File: config.mk
export PLATFORM = sky130hd
export DESIGN_NAME = serial_parity_tx
export DESIGN_NICKNAME = d
export VERILOG_FILES = /design/src/rtl/serial_parity_tx_pkg.sv /design/src/rtl/serial_parity_tx_bit_timer.sv /design/src/rtl/serial_parity_tx.sv
export SDC_FILE = /design/constraint.sdc
export NUM_CORES = 1
export LEC_CHECK = 0
export ABC_AREA = 1
export BUFFER_PORTS_ARGS = -buffer_cell sky130_fd_sc_hd__buf_4
export CAP_MARGIN = 10
export CORE_ASPECT_RATIO = 1.1
export CORE_MARGIN = 5
export CORE_UTILIZATION = 40
export CTS_BUF_LIST = sky130_fd_sc_hd__clkbuf_8
export CTS_CLUSTER_DIAMETER = 120
export DETAILED_ROUTE_END_ITERATION = 10
export GPL_TIMING_DRIVEN = 1
export PLACE_DENSITY_LB_ADDON = 0.1
export SYNTH_ARGS = -nofsm -noshare
export SYNTH_HDL_FRONTEND = slang
export SYNTH_SLANG_ARGS = --single-unit
export TNS_END_PERCENT = 30
File: constraint.sdc
create_clock -name clk -period 2.1 [get_ports clk]
set_clock_uncertainty 0.15 [all_clocks]
set_input_delay 0 -clock clk [delete_from_list [all_inputs] [get_ports clk]]
set_output_delay 0 -clock clk [all_outputs]
set_load 0.02 [all_outputs]
File: src/rtl/serial_parity_tx_pkg.sv
// Shared types and defaults for the serial parity transmitter.
// Holds the frame-state encoding and the default frame geometry.
package serial_parity_tx_pkg;

  localparam int DEFAULT_DATA_W       = 8;
  localparam int DEFAULT_CLKS_PER_BIT = 1;

  typedef enum logic [2:0] {
    IDLE   = 3'd0,
    START  = 3'd1,
    DATA   = 3'd2,
    PARITY = 3'd3,
    STOP   = 3'd4
  } tx_state_t;

  // Counter width that stays legal when the count range is a single value.
  function automatic int idx_width(input int n);
    return (n > 1) ? $clog2(n) : 1;
  endfunction

endpackage

File: src/rtl/serial_parity_tx_bit_timer.sv
// Bit-period timer: counts 0..CLKS_PER_BIT-1 while enabled and flags the
// final cycle of each serial bit. restart realigns the count to a new frame.
module serial_bit_timer #(
  parameter int CLKS_PER_BIT = 1
) (
  input  logic clk,
  input  logic reset,
  input  logic enable,
  input  logic restart,
  output logic bit_tick
);

  localparam int CNT_W = (CLKS_PER_BIT > 1) ? $clog2(CLKS_PER_BIT) : 1;
  localparam logic [CNT_W-1:0] LAST_CNT = CNT_W'(CLKS_PER_BIT - 1);

  logic [CNT_W-1:0] count;

  assign bit_tick = enable && (count == LAST_CNT);

  always_ff @(posedge clk) begin
    if (reset) begin
      count <= '0;
    end else if (restart || !enable || bit_tick) begin
      count <= '0;
    end else begin
      count <= count + CNT_W'(1);
    end
  end

endmodule

File: src/rtl/serial_parity_tx.sv
// Serial transmitter: start bit, DATA_W data bits LSB-first, even parity, stop.
// Accepts a new word in the last stop cycle so frames can run back to back.
//
//   state  | meaning
//   IDLE   | line high, ready for a word
//   START  | driving the start bit (0)
//   DATA   | shifting data bits out LSB-first
//   PARITY | driving the even-parity bit
//   STOP   | driving the stop bit (1); last cycle may accept the next word
module serial_parity_tx
  import serial_parity_tx_pkg::*;
#(
  parameter int DATA_W       = DEFAULT_DATA_W,
  parameter int CLKS_PER_BIT = DEFAULT_CLKS_PER_BIT
) (
  input  logic              clk,
  input  logic              reset,
  input  logic [DATA_W-1:0] data_in,
  input  logic              valid_in,
  output logic              ready_out,
  output logic              serial_out,
  output logic              busy,
  output logic              frame_done
);

  localparam int IDX_W = idx_width(DATA_W);
  localparam logic [IDX_W-1:0] LAST_IDX = IDX_W'(DATA_W - 1);

  tx_state_t         state;
  tx_state_t         state_nxt;
  logic [DATA_W-1:0] shift_q;
  logic [DATA_W-1:0] shift_nxt;
  logic              parity_q;
  logic              parity_nxt;
  logic [IDX_W-1:0]  bit_idx;
  logic [IDX_W-1:0]  bit_idx_nxt;
  logic              serial_nxt;
  logic              bit_tick;
  logic              accept;

  serial_bit_timer #(
    .CLKS_PER_BIT(CLKS_PER_BIT)
  ) u_bit_timer (
    .clk      (clk),
    .reset    (reset),
    .enable   (busy),
    .restart  (accept),
    .bit_tick (bit_tick)
  );

  assign busy       = (state != IDLE);
  assign ready_out  = (state == IDLE) || ((state == STOP) && bit_tick);
  // reset wins over a coincident handshake and suppresses the done pulse
  assign accept     = valid_in && ready_out && !reset;
  assign frame_done = (state == STOP) && bit_tick && !reset;

  always_comb begin
    state_nxt   = state;
    shift_nxt   = shift_q;
    parity_nxt  = parity_q;
    bit_idx_nxt = bit_idx;
    serial_nxt  = 1'b1;

    case (state)
      IDLE: begin
      end
      START: begin
        if (bit_tick) begin
          state_nxt   = DATA;
          bit_idx_nxt = '0;
        end
      end
      DATA: begin
        if (bit_tick) begin
          if (bit_idx == LAST_IDX) begin
            state_nxt = PARITY;
          end else begin
            bit_idx_nxt = bit_idx + IDX_W'(1);
            shift_nxt   = shift_q >> 1;
          end
        end
      end
      PARITY: begin
        if (bit_tick) state_nxt = STOP;
      end
      STOP: begin
        if (bit_tick) state_nxt = IDLE;
      end
      default: state_nxt = IDLE;
    endcase

    if (accept) begin
      state_nxt   = START;
      shift_nxt   = data_in;
      parity_nxt  = ^data_in;
      bit_idx_nxt = '0;
    end

    // line level is decoded from next-state values so serial_out is a flop
    case (state_nxt)
      IDLE:    serial_nxt = 1'b1;
      START:   serial_nxt = 1'b0;
      DATA:    serial_nxt = shift_nxt[0];
      PARITY:  serial_nxt = parity_nxt;
      STOP:    serial_nxt = 1'b1;
      default: serial_nxt = 1'b1;
    endcase
  end

  always_ff @(posedge clk) begin
    if (reset) begin
      state      <= IDLE;
      shift_q    <= '0;
      parity_q   <= 1'b0;
      bit_idx    <= '0;
      serial_out <= 1'b1;
    end else begin
      state      <= state_nxt;
      shift_q    <= shift_nxt;
      parity_q   <= parity_nxt;
      bit_idx    <= bit_idx_nxt;
      serial_out <= serial_nxt;
    end
  end

endmodule

==> metrics <==
Final Cycle Share 80.8%; cell accounting for the most synthesized area dfxtp_1; final hold vios 0; Vias/cell 4.66; largest net degree at the start of global routing 13; sequential area share after synthesis 36.0%; CP Class register to register; Critical Path AT 1.74 ns; max cap viols 0; post-cts sizing count 0; top-count cell post-synth nand2_1; fin cells 192; final antenna diode count 0; Post-synth EDFFs 0; first-pass GRT wire length 3420 µm; layout cells sized above 1 18.5%; Pre-antenna DRT Iters 4; Hold EP shift_q[5]; Clk pin slew, worst setup/hold paths 0.06 ns; global route overflow 0; Setup TNS 0 ns; initial antenna violation count 0; TritonCTS clock tree yes; share of total power in the clock network 31.4%; die height 61 µm; die width 56.4 µm; # clock sinks 17; Distinct cells, synth 27; Reg-to-Reg End shift_q[6]; I/O Buffers 14; max frequency 0.589 GHz; overall routed net length 2010 µm; Synth Area per Inst 6.90 µm²; Synth Cell Area 946 µm²; Mapped Cells 137; Hold Path Depth 4; I/O pin total 15; HPWL Detailed 1550 µm; min Tclk post-route 1.70 ns; Final GP Congestion 0.752; Area Overhead vs Synth 27.6%; GRT Total Usage 13.0%; Comb pwr share 21.5%; outcome completed; CTS Buffer Depth 2; Routed Antenna Nets 0; worst r2r path cells 9; Post-synth ARST share 0%; vias in the first global route 843; Worst Path Required 2.15 ns; Root Buffer clkbuf_8; top-area cell type share of the netlist area 36.0%; Placed Cells 179; wire per inst 10.5 µm; FILL cells 242; Critical Path Source Type register; nets 176; switching power 204 µW; Num CTS Buffers 3; Top FF cell, synth dfxtp_1; CP endpoint kind register; Synth area leaders dfxtp_1 (36%), nand2_1 (18%), nand3_1 (8.5%), inv_1 (4.0%), nor2_1 (2.8%); die area 3440 µm²; clock latency on the worst-skew pair 0.25 ns; min-delay src valid_in; Max VDD drop 292 µV; starting density of the core 42.0%; # DRC 0; Reg power frac 47.2%; via count 895; Net Sw Frac 27.4%; max-slew violation count 0; pwr/cell area 617 nW/µm²; Finish-stage setup viols 0; FF-to-FF Start bit_idx[0]; Synth Warn # 0; number of DRC markers in iteration 0 10; #FFs+latches synth 17; reg2reg setup slack 0.40 ns; RSZ-0062 raised after global routing no; Worst Hold Class input port to register; Synth top cells by count nand2_1 (45), dfxtp_1 (17), nand3_1 (16); syn nets 150; worst hold margin 0.0125 ns; internal power component 540 µW; row count 18; Worst Path Max Fanout 12; Leak 0.000567 µW; Core Region 2250 µm²; H-Tree Depth 1
## power by group through the flow
stage | combinational [µW] | sequential (µW) | clock [µW]
floorplan | 96.8 | 359 | 0
global placement | 146 | 358 | 0
detailed placement | 147 | 358 | 0
CTS | 161 | 351 | 241
global route | 178 | 354 | 256
finish | 160 | 351 | 233
## cells by family after synthesis
kind of cell | synth area share, %
and+or+nand+nor | 37.3
DFF | 36.0
adders and majority gates | 2.65
buffers and inverters | 7.80
other | 0.396
xor gates and xnor gates | 4.63
AOI/OAI and AO/OA | 11.2
## flip-flops by register name (all words and copies together), names as in the netlist
name,cells
serial_out,1
shift_q,8
state,3
bit_idx,3
u_bit_timer.count,1
parity_q,1
## critical path, stage by stage, from the launching register on
cell      delay (ns)
dfxtp_1         0.32
ha_1            0.20
ha_1            0.20
nor2_2          0.14
nand2_2         0.17
inv_2           0.18
nand2_1         0.07
nand3_1         0.07
o211ai_1        0.08
inv_1           0.06
## stage by stage
stage	power, µW	setup slack, ns	area, µm²	utilization, %
2_1_floorplan	456	0.570	946	-
5_1_grt	787	0.234	1210	53.6
3_5_place_dp	506	0.422	1070	47.6
6_report	744	0.402	1210	53.6
3_3_place_gp	504	0.457	1070	47.6
4_1_cts	753	0.392	1210	53.6
## cell type report
| cell class | instances | area [µm²] | share of cell area, % |
|---|---|---|---|
| Sequential cell | 17 | 340 | 28.2 |
| Clock inverter | 1 | 3.75 | 0.311 |
| Multi-Input combinational cell | 104 | 532 | 44.0 |
| Clock buffer | 3 | 41.3 | 3.42 |
| Timing Repair Buffer | 23 | 195 | 16.2 |
| Tap cell | 30 | 37.5 | 3.11 |
| Inverter | 14 | 57.6 | 4.77 |
## cell usage in the layout (no fill, tap or decap), drive strengths merged, types with 2 or more instances in the layout
| cell type | n |
|---|---|
| o211ai | 3 |
| or2 | 2 |
| xor2 | 2 |
| clkbuf | 3 |
| inv | 14 |
| ha | 2 |
| a31oi | 3 |
| nor3 | 2 |
| dlygate4sd3 | 9 |
| o21ai | 3 |
| a21oi | 7 |
| nor2 | 9 |
| nand2 | 48 |
| dfxtp | 17 |
| xnor2 | 3 |
| nand3 | 17 |
| buf | 14 |
## worst max-delay path by stage
stage | startpoint | cells past startpoint | end | slack, ns
6_report | bit_idx[0] | 9 | shift_q[6] | 0.40
2_1_floorplan | bit_idx[0] | 9 | shift_q[4] | 0.57
3_5_place_dp | bit_idx[0] | 9 | shift_q[6] | 0.42
5_1_grt | bit_idx[0] | 9 | shift_q[5] | 0.23
4_1_cts | bit_idx[0] | 9 | shift_q[6] | 0.39
3_3_place_gp | bit_idx[0] | 9 | shift_q[4] | 0.46
## layer usage
layer,global-route usage (%),part of all wire (%),wire (µm),vias up
met1,15.0,49,993,391
met3,2.55,2.9,58,4
met2,23.0,46,919,10
met5,0,0,0,-
li1,-,-,-,490
met4,7.12,1.7,35,0
## what timing repair did
action / CTS / global route
hold endpoints to repair: 13 / 0
hold buffers: 9 / 0
setup buffers: 0 / 0
Note: power is estimated with default switching activity, not from simulation.
